===== config.mk =====
export PLATFORM = sky130hd
export DESIGN_NAME = hps_cmd_decoder
export DESIGN_NICKNAME = d
export VERILOG_FILES = /design/src/rtl/hps_cmd_decoder.sv
export SDC_FILE = /design/constraint.sdc
export NUM_CORES = 1
export LEC_CHECK = 0
export CORE_AREA = 2 2 159 161
export CTS_BUF_LIST = sky130_fd_sc_hd__clkbuf_8 sky130_fd_sc_hd__clkbuf_16
export CTS_CLUSTER_SIZE = 25
export DETAILED_ROUTE_END_ITERATION = 8
export DIE_AREA = 0 0 161 163
export PLACE_DENSITY = 0.73
export RECOVER_POWER = 50
export SYNTH_ARGS = -nofsm -noshare
export SYNTH_HDL_FRONTEND = slang
export SYNTH_SLANG_ARGS = --single-unit

===== constraint.sdc =====
create_clock -name sys_clk -period 4.85 [get_ports sys_clk]
set_input_delay 1.455 -clock sys_clk [delete_from_list [all_inputs] [get_ports sys_clk]]
set_output_delay 1.455 -clock sys_clk [all_outputs]
set_load 0.02 [all_outputs]

===== src/rtl/hps_cmd_decoder.sv =====
// rtl/hps_cmd_decoder.sv - HPS SPI command framing decoder; define HPS_STATUS_RD_EN to enable status readback (0x29)
module hps_cmd_decoder #(
   parameter logic [15:0] CORE_ID    = 16'h0001,
   parameter logic [63:0] STATUS_RST = 64'h0
) (
   input  logic        sys_clk,
   input  logic        reset,
   input  logic        io_enable,
   input  logic        io_strobe,
   input  logic [15:0] io_din,
   output logic [15:0] io_dout,
   output logic [1:0]  buttons,
   output logic [7:0]  switches,
   output logic [31:0] joystick_0,
   output logic [31:0] joystick_1,
   output logic [63:0] status,
   output logic        status_upd,
   output logic        cmd_active
);

   localparam logic [7:0] CMD_BUTTONS = 8'h01;
   localparam logic [7:0] CMD_JOY0    = 8'h02;
   localparam logic [7:0] CMD_JOY1    = 8'h03;
   localparam logic [7:0] CMD_STATUS  = 8'h1E;
   localparam logic [7:0] CMD_IDENT   = 8'h32;
`ifdef HPS_STATUS_RD_EN
   localparam logic [7:0] CMD_STAT_RD = 8'h29;
`endif

   typedef enum logic [1:0] {
      ST_IDLE,
      ST_WAIT_CMD,
      ST_CMD_DATA
   } state_t;

   state_t      state_q,    state_d;
   logic [7:0]  cmd_q,      cmd_d;
   logic [2:0]  widx_q,     widx_d;
   logic [15:0] js0_lo_q,   js0_lo_d;
   logic [15:0] js1_lo_q,   js1_lo_d;
   logic [47:0] stat_sh_q,  stat_sh_d;
   logic [15:0] dout_q,     dout_d;
   logic [1:0]  buttons_q,  buttons_d;
   logic [7:0]  switches_q, switches_d;
   logic [31:0] js0_q,      js0_d;
   logic [31:0] js1_q,      js1_d;
   logic [63:0] status_q,   status_d;
   logic        upd_q,      upd_d;

   always_ff @(posedge sys_clk) begin
      if (reset) begin
         state_q    <= ST_IDLE;
         cmd_q      <= '0;
         widx_q     <= '0;
         js0_lo_q   <= '0;
         js1_lo_q   <= '0;
         stat_sh_q  <= '0;
         dout_q     <= '0;
         buttons_q  <= '0;
         switches_q <= '0;
         js0_q      <= '0;
         js1_q      <= '0;
         status_q   <= STATUS_RST;
         upd_q      <= 1'b0;
      end else begin
         state_q    <= state_d;
         cmd_q      <= cmd_d;
         widx_q     <= widx_d;
         js0_lo_q   <= js0_lo_d;
         js1_lo_q   <= js1_lo_d;
         stat_sh_q  <= stat_sh_d;
         dout_q     <= dout_d;
         buttons_q  <= buttons_d;
         switches_q <= switches_d;
         js0_q      <= js0_d;
         js1_q      <= js1_d;
         status_q   <= status_d;
         upd_q      <= upd_d;
      end
   end

   always_comb begin
      state_d    = state_q;
      cmd_d      = cmd_q;
      widx_d     = widx_q;
      js0_lo_d   = js0_lo_q;
      js1_lo_d   = js1_lo_q;
      stat_sh_d  = stat_sh_q;
      dout_d     = dout_q;
      buttons_d  = buttons_q;
      switches_d = switches_q;
      js0_d      = js0_q;
      js1_d      = js1_q;
      status_d   = status_q;
      upd_d      = 1'b0;

      // Frame end takes priority over any strobe in the same cycle.
      if (!io_enable) begin
         state_d   = ST_IDLE;
         cmd_d     = '0;
         widx_d    = '0;
         js0_lo_d  = '0;
         js1_lo_d  = '0;
         stat_sh_d = '0;
         dout_d    = '0;
      end else begin
         case (state_q)
            ST_IDLE: begin
               state_d = ST_WAIT_CMD;
            end
            ST_WAIT_CMD: begin
               if (io_strobe) begin
                  cmd_d   = io_din[7:0];
                  widx_d  = '0;
                  state_d = ST_CMD_DATA;
                  case (io_din[7:0])
                     CMD_IDENT:   dout_d = CORE_ID;
`ifdef HPS_STATUS_RD_EN
                     CMD_STAT_RD: dout_d = status_q[15:0];
`endif
                     default:     dout_d = '0;
                  endcase
               end
            end
            ST_CMD_DATA: begin
               // Index 7 is the saturation point; words there are dropped.
               if (io_strobe && (widx_q != 3'd7)) begin
                  widx_d = widx_q + 3'd1;
                  case (cmd_q)
                     CMD_BUTTONS: begin
                        if (widx_q == 3'd0) begin
                           buttons_d  = io_din[1:0];
                           switches_d = io_din[15:8];
                        end
                     end
                     CMD_JOY0: begin
                        if (widx_q == 3'd0) js0_lo_d = io_din;
                        if (widx_q == 3'd1) js0_d = {io_din, js0_lo_q};
                     end
                     CMD_JOY1: begin
                        if (widx_q == 3'd0) js1_lo_d = io_din;
                        if (widx_q == 3'd1) js1_d = {io_din, js1_lo_q};
                     end
                     CMD_STATUS: begin
                        case (widx_q)
                           3'd0: stat_sh_d[15:0]  = io_din;
                           3'd1: stat_sh_d[31:16] = io_din;
                           3'd2: stat_sh_d[47:32] = io_din;
                           3'd3: begin
                              status_d = {io_din, stat_sh_q};
                              upd_d    = 1'b1;
                           end
                           default: ;
                        endcase
                     end
`ifdef HPS_STATUS_RD_EN
                     CMD_STAT_RD: begin
                        case (widx_q)
                           3'd0:    dout_d = status_q[31:16];
                           3'd1:    dout_d = status_q[47:32];
                           3'd2:    dout_d = status_q[63:48];
                           default: dout_d = '0;
                        endcase
                     end
`endif
                     default: ;
                  endcase
               end
            end
            default: begin
               state_d = ST_IDLE;
            end
         endcase
      end
   end

   assign io_dout    = dout_q;
   assign buttons    = buttons_q;
   assign switches   = switches_q;
   assign joystick_0 = js0_q;
   assign joystick_1 = js1_q;
   assign status     = status_q;
   assign status_upd = upd_q;
   assign cmd_active = (state_q == ST_CMD_DATA);

endmodule

## Word-level counts from Yosys, hierarchy flattened

Index checks and enable logic that the tools add are counted.

- Flip-flop bits (word level): 248
- Bits of input ports: 20
- Output and inout bits: 156
- Word-level logic and storage cells: 58

- Add/subtract/negate cells: 1
- Eq/ne operators: 13
- Mux-type cells: 7
- Bitwise operators: 4
- Reduce and logical (&&, ||, !) cells: 18

Operators by type and width:

| kind | count |
|---|---|
| AND reduction 4 bit | 5 |
| AND reduction 5 bit | 4 |
| == test 8 x 2 -> 1 bit (second input constant) | 2 |
| == test 8 x 1 -> 1 bit (second input constant) | 1 |
| == test 8 x 5 -> 1 bit (second input constant) | 1 |
| == test 8 x 6 -> 1 bit (second input constant) | 1 |
| == test 3 x 2 -> 1 bit (second input constant) | 2 |
| 2-to-1 mux 3 bit | 2 |
| one-hot mux 2 bit (3 select lines) | 1 |
| one-hot mux 3 bit (2 select lines) | 1 |
| OR reduction 5 bit | 1 |
| NOT 1 bit | 4 |
| AND reduction 2 bit | 2 |
| adder 3 x 1 -> 3 bit (second input constant) | 1 |
| == test 3 x 1 -> 1 bit (second input constant) | 1 |
| logical NOT 3 bit | 1 |
| inequality test 3 bit (second input constant) | 1 |
| AND reduction 3 bit | 1 |
| == test 2 x 1 -> 1 bit (second input constant) | 1 |
| == test 2 bit (second input constant) | 1 |
| logical NOT 2 bit | 1 |
| 2-to-1 mux 1 bit | 2 |
| 2-to-1 mux 2 bit | 1 |
| inequality test 2 x 1 -> 1 bit (second input constant) | 1 |
| other kinds (4) | 4 |

## Longest topological paths before layout

Gate-level depths: netlist (run 1).

- Depth in word-level cells: 4
- Mapped depth: 9
- Gate-level depth less buffers: 5

## Least setup slack after synthesis (run 1)

No wires, ideal clock.

- Kind: input-to-reg
- Start point: in io_strobe
- End point: reg status_q[28], in the netlist status[28]
- Setup time: 0.072 ns
- Arrival time: 2.870 ns
- Data required time: 4.778 ns
- Slack: 1.908 ns
- Cell stages on the path: 7
- Buffers on the path: 4
- Cell sequence: nor4bb_1 buf_2 and4_1 clkbuf_1 buf_2 buf_2 mux2i_1

- Longest elaborated chain between the ends: 2

Ends and longest elaborated chain:

| what | line | RTL |
|---|---|---|
| start: declaration | 9 | `input logic io_strobe,` |
| logical AND 1 bit | 127 | `if (io_strobe && (widx_q != 3'd7)) begin` |
| AND reduction 5 bit (no source line) | -- |  |
| end signal: assignment | 77 | `status_q <= status_d;` |
| end: declaration | 47 | `logic [63:0] status_q, status_d;` |

Every way passes these cells.
A chain may end at the register's enable or synchronous reset.

## Worst setup path in the final report (run 1)

- Start point: in io_strobe
- End point: reg status_q[13], in the netlist status[13]

The elaborated chain is that of the path after synthesis.

==> results_dict.tcl, run 1 <==
set metrics [dict create \
    rsz0062_at_grt "false" \
    cap_violations 0 \
    die_x_um 161 \
    die-area_sq_mm 0.02624 \
    slew_viol_final 0 \
    period_share_pct 77.28 \
    cts_tree "done" \
    power_frac_comb_pct 3.6 \
    wl_mm 22.80 \
    power.density_mw_per_mm2 315.7 \
    critPathMaxFanout 16 \
    tightest_slew_ps 1452 \
    maxSlewHeadroom_pct 3.175 \
    port_buffers 160 \
    ys_ff_latch 233 \
    grt_usage_pct 16.96 \
    endpoint_kind "flop" \
    overflow 0 \
    num-fill-cells 2287 \
    seqPwrFrac_pct 49.7 \
    ys_seq_area_share_pct 47.97 \
    status "completed" \
    ys_warn_count 0 \
    num_rows 58 \
    drive_above_1_share_pct 5.297 \
    dr.pass1.iters 4 \
    clock-sinks 233 \
    critPathRequiredTime_ps 5270 \
    p_leak_nw 5.199 \
    hold_start "js1_lo_q[0]$_SDFFE_PP0P_" \
    grt_max_degree 114 \
    grt_pass1_vias 6500 \
    intPower_mw 3.029 \
    area_growth_pct 25.63 \
    cts_resized 0 \
    syn_area_sq_mm 0.009724 \
    cts_root_buf "clkbuf_16" \
    grt_pass1_wl_mm 35.73 \
    hold_viol 0 \
    synth_cells 951 \
    worstReg2RegStart "widx_q[0]$_SDFFE_PP0P_" \
    synth_area_per_cell_sq_um 10.23 \
    drc 0 \
    setup-tns-final_ps 0 \
    ant_nets 0 \
    worstPathArrival_ps 4170 \
    holdBufCountCts 0 \
    viasPerCell 4.696 \
    clk_path_buf_depth 3 \
    period_needed_ps 3748 \
    vias 6696 \
    design.core.area_sq_mm 0.02467 \
    synth.distinct_cells 36 \
    wl_per_cell_um 15.99 \
    clkPwrFrac_pct 46.7 \
    power_switching_mw 0.8282 \
    peakVddDrop_mv 0.1704 \
    clk_latency_ps 510 \
    max_freq_mhz 266.8 \
    io-pin-count 176 \
    hpwl_mm 15.50 \
    startpoint_type "primary input" \
    start_util_pct 39.41 \
    hp-class "flop to flop" \
    finClkSkew_ps 9.191 \
    numCtsBuffers 25 \
    antenna_found_initial 1 \
    setup_viol 0 \
    htreeDepth 1 \
    p_sw_share_pct 21.47 \
    worstSetupPathType "primary input to flop" \
    die_h_um 163 \
    place.gp.congestion 0.7902 \
    post_cts_buffers 0 \
    whs_ps 458.7 \
    crit_start "io_strobe" \
    path_clk_slew_ps 60 \
    drt-initial-drc-count 456 \
    nets 1105 \
]
==> final cells by class <==
| type | count | area [sq um] | share of cell area (%) |
|---|---|---|---|
| sequential | 233 | 4664 | 38.18 |
| multi-input combinational | 644 | 4649 | 38.06 |
| timing repair buffer | 172 | 1694 | 13.87 |
| clock buffer | 30 | 694.4 | 5.684 |
| tap | 330 | 412.9 | 3.380 |
| clock inverter | 13 | 87.58 | 0.7169 |
| inverter | 3 | 11.26 | 0.09218 |
| antenna | 1 | 2.502 | 0.02048 |
==> synth_stat cells <==
| master | count | area, sq um |
|---|---|---|
| nand2b_1 | 236 | 1476 |
| dfxtp_1 | 233 | 4664 |
| mux2i_1 | 218 | 2182 |
| nand2_1 | 115 | 431.7 |
| clkbuf_1 | 47 | 176.4 |
| buf_4 | 16 | 120.1 |
| a21oi_1 | 12 | 60.06 |
| buf_2 | 12 | 60.06 |
| ha_1 | 6 | 75.07 |
| nand3_1 | 5 | 25.02 |
| nand4_1 | 5 | 31.28 |
| buf_6 | 4 | 45.04 |
| or4_4 | 4 | 45.04 |
| and4_1 | 3 | 26.28 |
| and4bb_2 | 3 | 37.54 |
| buf_1 | 3 | 11.26 |
| buf_8 | 3 | 45.04 |
| inv_1 | 3 | 11.26 |
| nand3b_1 | 2 | 15.01 |
| nand4b_1 | 2 | 17.52 |
| nor2b_1 | 2 | 12.51 |
| nor4_4 | 2 | 42.54 |
| nor4bb_1 | 2 | 20.02 |
| a211oi_1 | 1 | 7.510 |
| and3_1 | 1 | 6.260 |
| and3b_1 | 1 | 8.760 |
| and4b_1 | 1 | 10.01 |
| conb_1 | 1 | 3.750 |
| nand4bb_1 | 1 | 11.26 |
| nor2_1 | 1 | 3.750 |
| nor3_1 | 1 | 5.000 |
| nor4_1 | 1 | 6.260 |
| nor4b_1 | 1 | 8.760 |
| o21a_1 | 1 | 7.510 |
| or3_1 | 1 | 6.260 |
| or4_1 | 1 | 7.510 |
==> flip-flops by register name, summed over array words and instances, names as in the netlist <==
signal      cells
buttons         2
js0_lo_q       16
switches        8
js1_lo_q       16
joystick_1     32
joystick_0     32
status         64
stat_sh_q      48
state_q         2
widx_q          3
io_dout         1
cmd_q           8
status_upd      1
==> metal layers <==
metal  share of wire (%)  up-vias  GRT usage (%)
met5                   0        -              0
met4                 1.9        0          4.951
met3                 4.4       24          3.412
met2                  49      127          28.66
met1                  45     3188          22.01
li1                    -     3357              -
==> cells by family (layout without fill, tap and decap cells) <==
logic type | count (synthesis) | count (layout) | share of synthesized area, %
AO/OA/AOI/OAI | 14 | 14 | 0.7721
adder cells (fa/ha/maj) | 6 | 6 | 0.7720
buffers and inverters | 88 | 218 | 4.825
flip-flops | 233 | 233 | 47.97
multiplexers | 218 | 218 | 22.44
other | 1 | 16 | 0.03856
AND/OR/NAND/NOR | 391 | 391 | 23.19
==> worst paths after layout <==
kind | end | slack [ps] | depth (start not counted)
setup reg to reg | status[13]$_SDFFE_PP0P_ | 1910 | 7
setup / recovery | status[13]$_SDFFE_PP0P_ | 1100 | 6
hold / removal | js1_lo_q[0]$_SDFFE_PP0P_ | 460 | 2
hold reg to reg | js1_lo_q[0]$_SDFFE_PP0P_ | 460 | 2
==> worst max-delay path, stage by stage <==
cell,delay (ps)
dlygate4sd3_1,620
nor4bb_1,280
clkbuf_1,360
and4_1,800
buf_4,420
mux2i_1,230
==> power by group through the flow <==
| stage | clock, mW | combinational, mW | sequential [mW] |
|---|---|---|---|
| 6_report | 1.80 | 0.137 | 1.92 |
| 4_1_cts | 1.84 | 0.140 | 1.92 |
| 3_3_place_gp | 0 | 0.139 | 1.96 |
| 2_1_floorplan | 0 | 0.100 | 1.96 |
| 5_1_grt | 1.92 | 0.148 | 1.92 |
| 3_5_place_dp | 0 | 0.140 | 1.96 |
==> stage by stage <==
stage               instances  cell area (sq um)  power [mW]  utilization [%]  setup WS [ps]
finish                   1426              12220       3.857            49.51           1102
global route             1425              12210       3.989            49.50          952.4
CTS                      1425              12230       3.893            49.57           1547
detailed placement       1382              11450       2.099            46.40           1011
global placement         1382              11450       2.099            46.40           1064
floorplan                 965               9777       2.059                -           1908
==> layout by cell type, fill, tap and decap left out, types with 3 or more instances in the layout <==
| cell | count |
|---|---|
| or4_4 | 4 |
| inv_1 | 9 |
| dlygate4sd3_1 | 141 |
| clkbuf_16 | 25 |
| buf_4 | 10 |
| mux2i_1 | 218 |
| and4bb_2 | 3 |
| nand2_1 | 115 |
| clkdlybuf4s50_1 | 18 |
| a21oi_1 | 12 |
| and4_1 | 3 |
| clkbuf_8 | 5 |
| nand4_1 | 5 |
| conb_1 | 15 |
| ha_1 | 6 |
| nand3_1 | 5 |
| dfxtp_1 | 233 |
| nand2b_1 | 236 |
| clkinv_2 | 4 |
Power figures use the tool's default switching activity.
==> inputs of run 2 (changes only) <==
clock period = 3.8 ns   (was 4.85 ns; I/O delays follow)
==> run 2 against run 1 <==
Combinational power increased by 32%. Worst setup slack got worse by 530 ps. Global-route usage increased by 0.072 points. Register-to-register slack got worse by 880 ps. Via count increased by 0.79%. Total power increased by 33%. Flip-flop and latch count unchanged. Largest power group is now the clock network. Count of clock-buffer cells in the layout unchanged. Final cell count increased by 0.14%. Sequential power increased by 28%. Largest cell class unchanged. Sequential share of layout area decreased by 0.26 points.
==> results_dict.tcl, run 2 (synthesis gave the netlist of run 1 again) <==
set metrics [dict create \
    power_frac_comb_pct 3.5 \
    max_freq_mhz 310.2 \
    drive_above_1_share_pct 6.011 \
    instances_no_fill 1428 \
    status "completed" \
    die_x_um 161 \
    period_needed_ps 3224 \
    p_sw_share_pct 21.65 \
    clkPwrFrac_pct 48.8 \
    intPower_mw 4.021 \
    p_leak_nw 5.005 \
    startpoint_type "primary input" \
    die-area_sq_mm 0.02624 \
    wl_per_cell_um 16.12 \
    num_rows 58 \
    setup_viol 0 \
    largest_register_ffs 64 \
    dr.pass1.iters 4 \
    io-pin-count 176 \
    maxSlewHeadroom_pct 7.745 \
    clock-sinks 233 \
    period_share_pct 84.84 \
    num-fill-cells 2277 \
    post_cts_buffers 0 \
    worstSetupEndpoint "status[0]$_SDFFE_PP0P_" \
    cts_resized 0 \
    rsz0062_at_grt "false" \
    cap_violations 0 \
    grt_pass1_vias 6483 \
    clk_path_buf_depth 3 \
    critPathRequiredTime_ps 4230 \
    final_cell_mix "nand2b_1, dfxtp_1, mux2i_1" \
    holdBufCountCts 0 \
    place.gp.congestion 0.8392 \
    grt_pass1_wl_mm 35.90 \
    path_clk_slew_ps 60 \
    rrSetupSlack_ps 1030 \
    area_growth_pct 26.48 \
    cts_root_buf "clkbuf_16" \
    hp-class "flop to flop" \
    slew_viol_final 0 \
    viasPerCell 4.726 \
    grt_max_degree 152 \
    port_buffers 160 \
    nets 1105 \
    layout_commonest_cell "nand2b_1" \
    drt-initial-drc-count 401 \
    grt_usage_pct 17.03 \
    power.density_mw_per_mm2 417.3 \
    num_antenna_cells 0 \
    peakVddDrop_mv 0.2976 \
    vias 6749 \
    finClkSkew_ps 10.78 \
    numCtsBuffers 25 \
    antenna_found_initial 0 \
    hpwl_mm 15.21 \
    start_util_pct 39.41 \
    tightest_slew_ps 1384 \
    crit_start "io_strobe" \
    multi_input_area_sq_mm 0.004652 \
    r2r_cells 7 \
    power_switching_mw 1.111 \
    placedCellCount 1382 \
    worstReg2RegStart "widx_q[0]$_SDFFE_PP0P_" \
    hold_viol 0 \
    r2r_end "status[0]$_SDFFE_PP0P_" \
    seqPwrFrac_pct 47.7 \
    htreeDepth 1 \
    drc 0 \
    ant_nets 0 \
    worstPathArrival_ps 3660 \
    regArea_sq_mm 0.004664 \
    worstSetupPathType "primary input to flop" \
    overflow 0 \
    design.core.area_sq_mm 0.02467 \
    wl_mm 23.02 \
    die_h_um 163 \
    endpoint_kind "flop" \
    setup-tns-final_ps 0 \
    cts_tree "done" \
    critPathMaxFanout 48 \
    clk_latency_ps 520 \
]
[run 2: changes by cell type in the layout (fill, tap and decap cells not counted), moves of 2 or more]
cell and change:
buf_4 -4, clkdlybuf4s50_1 +65, dlygate4sd3_1 -65, inv_6 +2, inv_1 -5, bufinv_16 +2, clkinv_2 +5
[run 2: metrics by stage]
step | utilization, % | instance area, sq um | hold slack, ps | total power, mW | setup WS [ps]
after detailed placement | 46.50 | 11470 | 449.7 | 2.683 | 580.5
after global routing | 49.85 | 12300 | 473.9 | 5.312 | 396.5
after global placement | 46.50 | 11470 | 445.2 | 2.681 | 629.2
final | 49.85 | 12300 | 458.3 | 5.133 | 576.1
after CTS | 49.98 | 12330 | 461.4 | 5.188 | 858.4
after floorplan | - | 9777 | 435.2 | 2.628 | 1173
[run 2: cell type report]
type	instances	share of cell area (%)
clock buffers	30	5.646
clock inverters	16	1.333
inverters	3	0.09156
multi-input cells	644	37.82
flip-flops and latches	233	37.92
well taps	330	3.357
repair buffers	172	13.83
[run 2: routing by layer]
layer | GRT usage [%] | part of all wire [%] | vias up
met1 | 22.17 | 45 | 3196
met3 | 3.769 | 5.2 | 37
met5 | 0 | 0 | -
li1 | - | - | 3364
met2 | 28.17 | 47 | 152
met4 | 5.519 | 2.8 | 0
[run 2: how the worst min path moves through the flow]
stage	slack [ps]	endpoint	startpoint	cells past startpoint
after floorplan	440	stat_sh_q[16]$_SDFFE_PP0P_	stat_sh_q[16]$_SDFFE_PP0P_	2
after global placement	450	stat_sh_q[15]$_SDFFE_PP0P_	stat_sh_q[15]$_SDFFE_PP0P_	2
after detailed placement	450	io_dout[0]$_SDFFE_PP0P_	io_dout[0]$_SDFFE_PP0P_	2
after CTS	460	js1_lo_q[2]$_SDFFE_PP0P_	js1_lo_q[2]$_SDFFE_PP0P_	2
after global routing	470	stat_sh_q[46]$_SDFFE_PP0P_	stat_sh_q[46]$_SDFFE_PP0P_	2
final	460	stat_sh_q[41]$_SDFFE_PP0P_	stat_sh_q[41]$_SDFFE_PP0P_	2
[run 2: power by group through the flow]
stage | logic, mW | clock network (mW) | registers (mW)
5_1_grt | 0.193 | 2.67 | 2.45
3_5_place_dp | 0.182 | 0 | 2.50
3_3_place_gp | 0.181 | 0 | 2.50
2_1_floorplan | 0.128 | 0 | 2.50
6_report | 0.181 | 2.50 | 2.45
4_1_cts | 0.182 | 2.56 | 2.45
[run 2: critical path, cell delays in order]
cell	delay, ps
clkdlybuf4s50_1	550
nor4bb_1	280
clkbuf_1	360
and4_2	290
clkbuf_4	730
mux2i_1	280
==> inputs of run 3 (changes only) <==
PLACE_DENSITY = 0.76   (was 0.73)
clock period = 2.81 ns   (was 3.8 ns; I/O delays follow)
==> run 3 against run 2 <==
Sequential share of layout area about the same. Clock skew up 1.6 ps. Global-route usage increased by 0.15 points. Total power grew 28%. Critical path type is now flop to output port. Critical endpoint is now cmd_active. Highest routed layer unchanged.
==> results_dict.tcl, run 3 (synthesis gave the netlist of run 1 again) <==
set metrics [dict create \
    p_leak_nw 4.851 \
    slew_viol_final 0 \
    period_needed_ps 2620 \
    cp_slowest_cell "clkdlybuf4s50_1" \
    viasPerCell 4.732 \
    worstSetupPathType "flop to output port" \
    place_area_sq_mm 0.01161 \
    startpoint_type "flop" \
    dr.pass1.iters 4 \
    vias 6805 \
    die-area_sq_mm 0.02624 \
    grt_usage_pct 17.18 \
    endpoint_kind "output port" \
    overflow 0 \
    setup_ws_ps 190.2 \
    setup_viol 0 \
    rsz0062_at_grt "false" \
    setup-tns-final_ps 0 \
    cts_resized 0 \
    cts_tree "done" \
    clock-sinks 233 \
    power.density_mw_per_mm2 533.9 \
    seqPwrFrac_pct 50.4 \
    nets 1116 \
    num-fill-cells 2250 \
    fin_area_sq_mm 0.01230 \
    cap_violations 0 \
    grt_max_degree 157 \
    clk_latency_ps 510 \
    r2r_cells 7 \
    path_buf_inv 1 \
    antenna_found_initial 1 \
    tightest_slew_ps 748.5 \
    hold_viol 0 \
    post_cts_buffers 0 \
    place_ws_ps -38.64 \
    layout_commonest_cell "nand2b_1" \
    cts_root_buf "clkbuf_16" \
    die_x_um 161 \
    maxSlewHeadroom_pct 50.10 \
    worstPathArrival_ps 1780 \
    drive_above_1_share_pct 5.962 \
    numCtsBuffers 24 \
    grt_pass1_vias 6731 \
    start_util_pct 39.41 \
    whs_ps 457.6 \
    hpwl_mm 15.67 \
    slowest_delay_ps 660 \
    wl_per_cell_um 16.07 \
    critPathMaxFanout 6 \
    status "completed" \
    power_mw 6.567 \
    max_freq_mhz 381.7 \
    clk_path_buf_depth 3 \
    holdBufCountCts 0 \
    num_rows 58 \
    peakVddDrop_mv 0.3318 \
    fin_util_pct 49.85 \
    hp-class "flop to flop" \
    holdPathStages 2 \
    place.gp.congestion 0.7785 \
    grt_pass1_wl_mm 36.26 \
    port_buffers 160 \
    power_frac_comb_pct 3.8 \
    crit_family "buffers and inverters" \
    final_cell_mix "nand2b_1, dfxtp_1, mux2i_1" \
    die_h_um 163 \
    period_share_pct 93.23 \
    drt-initial-drc-count 487 \
    instances_no_fill 1438 \
    path_clk_slew_ps 60 \
    clkPwrFrac_pct 45.9 \
    critPathRequiredTime_ps 1970 \
    intPower_mw 5.159 \
    finClkSkew_ps 12.34 \
    drc 0 \
    placedCellCount 1394 \
    htreeDepth 1 \
    wl_mm 23.10 \
    crit_cells 2 \
    area_growth_pct 26.49 \
    design.core.area_sq_mm 0.02467 \
    io-pin-count 176 \
    largest_register_ffs 64 \
    power_switching_mw 1.409 \
    crit_chain "nor2b_1 -> clkdlybuf4s50_1" \
    p_sw_share_pct 21.45 \
    ant_nets 0 \
]
run 3: changes by cell type in the layout (fill, tap and decap cells not counted), sizes merged, moves of 3 or more:
cell / change
clkdlybuf4s50: +50
dlygate4sd3: -50
buf: +9
clkinv: -6
inv: +6
clkbuf: +4
bufinv: -3
run 3: layer usage:
metal	GRT usage, %	part of all wire (%)	vias up
met3	3.896	6.1	48
met1	22.29	44	3203
met4	6.128	3.2	0
met2	28.17	47	167
met5	0	0	-
li1	-	-	3387
run 3: power groups by stage:
stage          Combinational, mW  Clock [mW]  Sequential, mW
6_report                   0.247        3.01            3.31
5_1_grt                    0.264        3.20            3.31
4_1_cts                    0.249        3.08            3.31
3_5_place_dp               0.248           0            3.38
3_3_place_gp               0.247           0            3.38
2_1_floorplan              0.173           0            3.38
run 3: final timing paths:
path,from,to,slack (ps)
min reg2reg,stat_sh_q[44]$_SDFFE_PP0P_,stat_sh_q[44]$_SDFFE_PP0P_,460
max,state_q[1]$_SDFFE_PP0P_,cmd_active,190
min,stat_sh_q[44]$_SDFFE_PP0P_,stat_sh_q[44]$_SDFFE_PP0P_,460
max reg2reg,widx_q[0]$_SDFFE_PP0P_,joystick_1[2]$_SDFFE_PP0P_,290
run 3: tightest hold or removal path, stage by stage, from the launching register on:
cell and delay (ps):
dfxtp_1 310, nand2_1 50, mux2i_1 50
run 3: final cells by class:
| cell class | instances | area [sq um] | area share, % |
|---|---|---|---|
| clock buffers | 31 | 708.2 | 5.757 |
| diodes | 1 | 2.502 | 0.02034 |
| inverters | 3 | 11.26 | 0.09155 |
| multi-input cells | 644 | 4649 | 37.80 |
| clock inverters | 12 | 48.80 | 0.3967 |
| well taps | 330 | 412.9 | 3.357 |
| flip-flops and latches | 233 | 4664 | 37.92 |
| repair buffers | 184 | 1803 | 14.66 |
